### src/rtl/pipe_stage_reg_if.sv
// Handshake bundle for pipe_stage_reg: upstream valid/ready/data, downstream
// valid/ready/data, flush and occupancy. The stage itself uses the slave modport.
interface pipe_stage_reg_if #(
  parameter int WIDTH = 16,
  parameter int NCH   = 2
);
  logic                 flush;
  logic                 in_valid;
  logic                 in_ready;
  logic [NCH*WIDTH-1:0] in_data;
  logic                 out_valid;
  logic                 out_ready;
  logic [NCH*WIDTH-1:0] out_data;
  logic [1:0]           count;

  modport master (
    output flush,
    output in_valid,
    output in_data,
    output out_ready,
    input  in_ready,
    input  out_valid,
    input  out_data,
    input  count
  );

  modport slave (
    input  flush,
    input  in_valid,
    input  in_data,
    input  out_ready,
    output in_ready,
    output out_valid,
    output out_data,
    output count
  );
endinterface

### src/rtl/pipe_stage_reg.sv
// Registered pipeline stage with valid/ready handshake over NCH x WIDTH channels.
// Define PIPE_STAGE_REG_SKID_EN to add a skid register (registered in_ready, full throughput).
module pipe_stage_reg #(
  parameter int WIDTH = 16,
  parameter int NCH   = 2
) (
  input logic             clk,
  input logic             rst,
  pipe_stage_reg_if.slave bus
);

`ifdef PIPE_STAGE_REG_SKID_EN
  typedef enum logic [1:0] {
    ST_EMPTY = 2'd0,
    ST_ONE   = 2'd1,
    ST_TWO   = 2'd2
  } state_t;
`else
  typedef enum logic [1:0] {
    ST_EMPTY = 2'd0,
    ST_ONE   = 2'd1
  } state_t;
`endif

  state_t state_reg;
  state_t state_next;

  logic in_ready_w;
  logic out_valid_w;
  logic in_xfer;
  logic out_xfer;
  logic m_load_in;
`ifdef PIPE_STAGE_REG_SKID_EN
  logic m_load_s;
  logic s_load;
  logic in_ready_reg;
`endif

  wire [NCH*WIDTH-1:0] out_pack;

  assign out_valid_w = (state_reg != ST_EMPTY);
  assign in_xfer     = bus.in_valid && in_ready_w;
  assign out_xfer    = out_valid_w && bus.out_ready;

`ifdef PIPE_STAGE_REG_SKID_EN
  // Registered from the next state so out_ready never reaches in_ready combinationally.
  always_ff @(posedge clk or posedge rst) begin
    if (rst) begin
      in_ready_reg <= 1'b1;
    end else begin
      in_ready_reg <= (state_next != ST_TWO);
    end
  end
  assign in_ready_w = in_ready_reg;
`else
  assign in_ready_w = !out_valid_w || bus.out_ready;
`endif

  always_ff @(posedge clk or posedge rst) begin
    if (rst) begin
      state_reg <= ST_EMPTY;
    end else begin
      state_reg <= state_next;
    end
  end

  always_comb begin
    state_next = state_reg;
    m_load_in  = 1'b0;
`ifdef PIPE_STAGE_REG_SKID_EN
    m_load_s   = 1'b0;
    s_load     = 1'b0;
`endif
    if (bus.flush) begin
      // Flush wins; an entry accepted this cycle is simply not stored.
      state_next = ST_EMPTY;
    end else begin
      case (state_reg)
        ST_EMPTY: begin
          if (in_xfer) begin
            state_next = ST_ONE;
            m_load_in  = 1'b1;
          end
        end
        ST_ONE: begin
          if (in_xfer && out_xfer) begin
            m_load_in = 1'b1;
          end else if (out_xfer) begin
            state_next = ST_EMPTY;
`ifdef PIPE_STAGE_REG_SKID_EN
          end else if (in_xfer) begin
            state_next = ST_TWO;
            s_load     = 1'b1;
`endif
          end
        end
`ifdef PIPE_STAGE_REG_SKID_EN
        ST_TWO: begin
          if (out_xfer) begin
            state_next = ST_ONE;
            m_load_s   = 1'b1;
          end
        end
`endif
        default: begin
          state_next = ST_EMPTY;
        end
      endcase
    end
  end

  // All channels share the same load strobes; there is no per-channel enable.
  genvar gi;
  generate
    for (gi = 0; gi < NCH; gi++) begin : g_ch
      logic [WIDTH-1:0] in_ch;
      logic [WIDTH-1:0] m_reg;
      logic [WIDTH-1:0] m_next;
`ifdef PIPE_STAGE_REG_SKID_EN
      logic [WIDTH-1:0] s_reg;
      logic [WIDTH-1:0] s_next;
`endif

      assign in_ch = bus.in_data[gi*WIDTH +: WIDTH];

      always_comb begin
        m_next = m_reg;
`ifdef PIPE_STAGE_REG_SKID_EN
        s_next = s_reg;
        if (s_load) begin
          s_next = in_ch;
        end
        if (m_load_s) begin
          m_next = s_reg;
        end
`endif
        if (m_load_in) begin
          m_next = in_ch;
        end
      end

      always_ff @(posedge clk or posedge rst) begin
        if (rst) begin
          m_reg <= '0;
        end else begin
          m_reg <= m_next;
        end
      end

`ifdef PIPE_STAGE_REG_SKID_EN
      always_ff @(posedge clk or posedge rst) begin
        if (rst) begin
          s_reg <= '0;
        end else begin
          s_reg <= s_next;
        end
      end
`endif

      assign out_pack[gi*WIDTH +: WIDTH] = m_reg;
    end
  endgenerate

  always_comb begin
    case (state_reg)
      ST_ONE:  bus.count = 2'd1;
`ifdef PIPE_STAGE_REG_SKID_EN
      ST_TWO:  bus.count = 2'd2;
`endif
      default: bus.count = 2'd0;
    endcase
  end

  assign bus.in_ready  = in_ready_w;
  assign bus.out_valid = out_valid_w;
  assign bus.out_data  = out_pack;

endmodule

### src/flat_wrapper.sv
// flat-port wrapper written by rule: the top's interface ports become plain ports
module pipe_stage_reg_flat 
#(
  parameter int WIDTH = 16,
  parameter int NCH   = 2
)
  (clk, rst, bus_flush, bus_in_valid, bus_in_data, bus_out_ready, bus_in_ready, bus_out_valid, bus_out_data, bus_count);
  pipe_stage_reg_if #(.WIDTH(WIDTH), .NCH(NCH)) bus_i ();
  input logic clk;
  input logic rst;
  input wire logic [$bits(bus_i.flush)-1:0] bus_flush;
  input wire logic [$bits(bus_i.in_valid)-1:0] bus_in_valid;
  input wire logic [$bits(bus_i.in_data)-1:0] bus_in_data;
  input wire logic [$bits(bus_i.out_ready)-1:0] bus_out_ready;
  output wire logic [$bits(bus_i.in_ready)-1:0] bus_in_ready;
  output wire logic [$bits(bus_i.out_valid)-1:0] bus_out_valid;
  output wire logic [$bits(bus_i.out_data)-1:0] bus_out_data;
  output wire logic [$bits(bus_i.count)-1:0] bus_count;
  assign bus_i.flush = bus_flush;
  assign bus_i.in_valid = bus_in_valid;
  assign bus_i.in_data = bus_in_data;
  assign bus_i.out_ready = bus_out_ready;
  assign bus_in_ready = bus_i.in_ready;
  assign bus_out_valid = bus_i.out_valid;
  assign bus_out_data = bus_i.out_data;
  assign bus_count = bus_i.count;
  pipe_stage_reg #(.WIDTH(WIDTH), .NCH(NCH)) u_core (.clk(clk), .rst(rst), .bus(bus_i));
endmodule
### config.mk
export PLATFORM = sky130hd
export DESIGN_NAME = pipe_stage_reg_flat
export DESIGN_NICKNAME = d
export VERILOG_FILES = /design/src/rtl/pipe_stage_reg_if.sv /design/src/rtl/pipe_stage_reg.sv /design/src/flat_wrapper.sv
export SDC_FILE = /design/constraint.sdc
export NUM_CORES = 1
export LEC_CHECK = 0
export CORE_MARGIN = 2
export CORE_UTILIZATION = 30
export CTS_BUF_LIST = sky130_fd_sc_hd__clkbuf_8
export CTS_CLUSTER_DIAMETER = 200
export DETAILED_ROUTE_END_ITERATION = 8
export GPL_TIMING_DRIVEN = 0
export PLACE_DENSITY_LB_ADDON = 0.05
export SETUP_SLACK_MARGIN = 0.05
export SLEW_MARGIN = 30
export SYNTH_ARGS = -nofsm -noshare
export SYNTH_HDL_FRONTEND = slang
export SYNTH_SLANG_ARGS = --single-unit
export TNS_END_PERCENT = 20
### constraint.sdc
create_clock -name clk -period 1.9 [get_ports clk]
set_input_delay 0.19 -clock clk [delete_from_list [all_inputs] [get_ports clk]]
set_output_delay 0.19 -clock clk [all_outputs]
set_load 0.05 [all_outputs]
==> impl_metrics.env <==
export IMPL_synthToLayoutAreaGrowth_pct=67.90
export IMPL_critical_path_class="reg2out"
export IMPL_grt_ovfl_total=0
export IMPL_cap_violations=0
export IMPL_dieArea_um2=4827
export IMPL_yosys_area_share_simple=0.03113
export IMPL_post_route_period_util=0.9079
export IMPL_h_tree_depth=2
export IMPL_p_per_area_nw_per_um2=1096
export IMPL_routedWlPerCell_um=13.09
export IMPL_fin_skew_ps=1.095
export IMPL_combinationalPowerShare=0.392
export IMPL_grt_pass1_vias=983
export IMPL_grt_max_degree=34
export IMPL_synthAdderAreaFrac=0
export IMPL_antenna_found_initial=0
export IMPL_critical_path_top_delay_family="buffers and inverters"
export IMPL_start_kind="flip-flop"
export IMPL_die_width_um=69.48
export IMPL_worst_path_largest_cell_delay_ps=780
export IMPL_worst_r2r_cell_count=4
export IMPL_rsz0062_at_grt="no"
export IMPL_holdWs_ps=335.8
export IMPL_arrival_ps=1540
export IMPL_synthCells=77
export IMPL_path_buf_inv=2
export IMPL_clkLatencyLatePin_ps=270
export IMPL_drc=0
export IMPL_largest_reg_flops=32
export IMPL_internal_power_uw=1516
export IMPL_max_slew_margin_rel=0.5489
export IMPL_path_clk_slew_ps=60
export IMPL_layout_setup_ws_ps=174.9
export IMPL_max_freq_mhz=579.7
export IMPL_syn_nets=114
export IMPL_syn_cell_area_um2=1286
export IMPL_critPathRequiredTime_ps=1710
export IMPL_ant_nets=0
export IMPL_start_util=0.3170
export IMPL_cts_root_buf="clkbuf_8"
export IMPL_hold_class="in2async"
export IMPL_io_pins=73
export IMPL_ff2ff_setup_slack_ps=360
export IMPL_final_nets=192
export IMPL_avgSynthCellArea_um2=16.70
export IMPL_status="finished clean"
export IMPL_finalHoldViolCount=0
export IMPL_cp_end_kind="output pin"
export IMPL_power_switching_uw=850.9
export IMPL_r2r_end="u_core.g_ch[0].m_reg[15]"
export IMPL_timing_rr_start="u_core.state_reg[0]"
export IMPL_synthMuxAreaShare=0.2802
export IMPL_dr_pass1_iters=2
export IMPL_first_iter_violations=20
export IMPL_core_um2=4058
export IMPL_synth_compound_area_frac=0
export IMPL_place_congestion=0.7635
export IMPL_wl_um=2696
export IMPL_cts_sinks=33
export IMPL_slowest_stage="clkdlybuf4s50_1"
export IMPL_dpl_cell_count=198
export IMPL_synth_cell_types=9
export IMPL_synth_xor_area_share=0
export IMPL_post_dp_hpwl_um=1988
export IMPL_antenna_cells=0
export IMPL_yosys_warnings=0
export IMPL_p_seq_frac=0.370
export IMPL_drive_above_1_share=0.3077
export IMPL_grt_usage=0.1201
export IMPL_viasPerCell=4.252
export IMPL_min_period_ps=1725
export IMPL_pre_cts_slack_ps=120.9
export IMPL_worst_slew_pin_slew_ps=675.7
export IMPL_ys_ff_latch=33
export IMPL_fin_tns_setup_ps=0
export IMPL_routed_via_count=876
export IMPL_cts_buffers=5
export IMPL_yosysSeqAreaShare=0.6420
export IMPL_path_max_fanout=3
export IMPL_finalSetupViolCount=0
export IMPL_die_y_um=69.48
export IMPL_leakage_uw=0.0008914
export IMPL_final_core_util=0.5322
export IMPL_portBuffers=71
export IMPL_grt_pass1_wl_um=4505
export IMPL_synth_top_family_by_area="multiplexers"
export IMPL_tritoncts="yes"
export IMPL_fin_cells=206
export IMPL_clk_path_buf_depth=2
export IMPL_ir_worst_vdd_v=0.0005464
export IMPL_slew_violations=0
export IMPL_clockPowerShare=0.238
export IMPL_cp_cell_sequence="buf_4 -> clkdlybuf4s50_1"
export IMPL_fp_row_count=23
export IMPL_swShare=0.3594
export IMPL_fillers=335
-- cells in the final DEF, fill, tap and decap left out, drive strengths merged --
cell / Yosys / routed
nor2: 2 / 2
nor2b: 1 / 1
dfrtp: 33 / 33
clkbuf: 0 / 7
buf: 5 / 5
dlygate4sd2: 0 / 1
mux2: 32 / 32
nor3b: 1 / 1
clkdlybuf4s50: 0 / 70
inv: 2 / 2
conb: 1 / 1
clkinv: 0 / 1
-- what timing repair did --
action,CTS,global route
endpoints found under the setup margin,1,0
buffers inserted,0,0
hold buffers,0,0
hold endpoints to repair,0,0
resized for setup,1,0
-- cell usage after synthesis, drive strengths merged --
| library cell | n | area share |
|---|---|---|
| nor2 | 2 | 0.0058 |
| nor2b | 1 | 0.011 |
| dfrtp | 33 | 0.64 |
| nor3b | 1 | 0.015 |
| mux2 | 32 | 0.28 |
| buf | 5 | 0.038 |
| inv | 2 | 0.0058 |
| conb | 1 | 0.0029 |
-- metal layers --
| metal | track usage | vias up | wire [µm] |
|---|---|---|---|
| li1 | - | 412 | - |
| met1 | 0.1417 | 418 | 1151 |
| met2 | 0.1902 | 41 | 1279 |
| met3 | 0.04360 | 5 | 221 |
| met4 | 0.06536 | 0 | 43 |
| met5 | 0 | - | 0 |
-- cell families (layout without fill, tap and decap cells) --
| group | Yosys count | in the layout |
|---|---|---|
| buf+inv | 7 | 86 |
| simple gates | 4 | 4 |
| flops | 33 | 33 |
| mux | 32 | 32 |
| other cells | 1 | 1 |
-- worst max-delay path by stage --
stage,endpoint,slack (ps),startpoint,cells after the start
final,bus_count[0],170,u_core.state_reg[0],2
after global routing,bus_count[0],100,u_core.state_reg[0],2
after CTS,bus_count[0],150,u_core.state_reg[0],2
after detailed placement,bus_in_ready,120,bus_out_ready,4
after global placement,bus_in_ready,120,bus_out_ready,4
after floorplan,u_core.g_ch[0].m_reg[0],210,u_core.state_reg[0],4
-- area by class of cell --
| class | count | area [µm²] | area share |
|---|---|---|---|
| flip-flops and latches | 33 | 825.8 | 0.3824 |
| repair buffers | 71 | 709.4 | 0.3285 |
| multi-input cells | 37 | 404.1 | 0.1871 |
| clock buffers | 7 | 96.34 | 0.04461 |
| well taps | 50 | 62.56 | 0.02897 |
| plain buffers | 5 | 48.80 | 0.02260 |
| inverters | 2 | 7.507 | 0.003476 |
| clock inverters | 1 | 5.005 | 0.002317 |
-- power by group through the flow --
stage / Clock, µW / Combinational [µW] / Sequential [µW]
2_1_floorplan: 0 / 163 / 1310
3_5_place_dp: 0 / 938 / 890
3_3_place_gp: 0 / 930 / 884
4_1_cts: 595 / 938 / 878
5_1_grt: 617 / 961 / 896
6_report: 563 / 927 / 877
-- stage by stage --
stage	power, µW	area [µm²]
6_report	2367	2160
5_1_grt	2473	2160
4_1_cts	2412	2160
3_5_place_dp	1828	2059
3_3_place_gp	1814	2059
2_1_floorplan	1473	1286
Note: power is estimated with default switching activity, not from simulation.
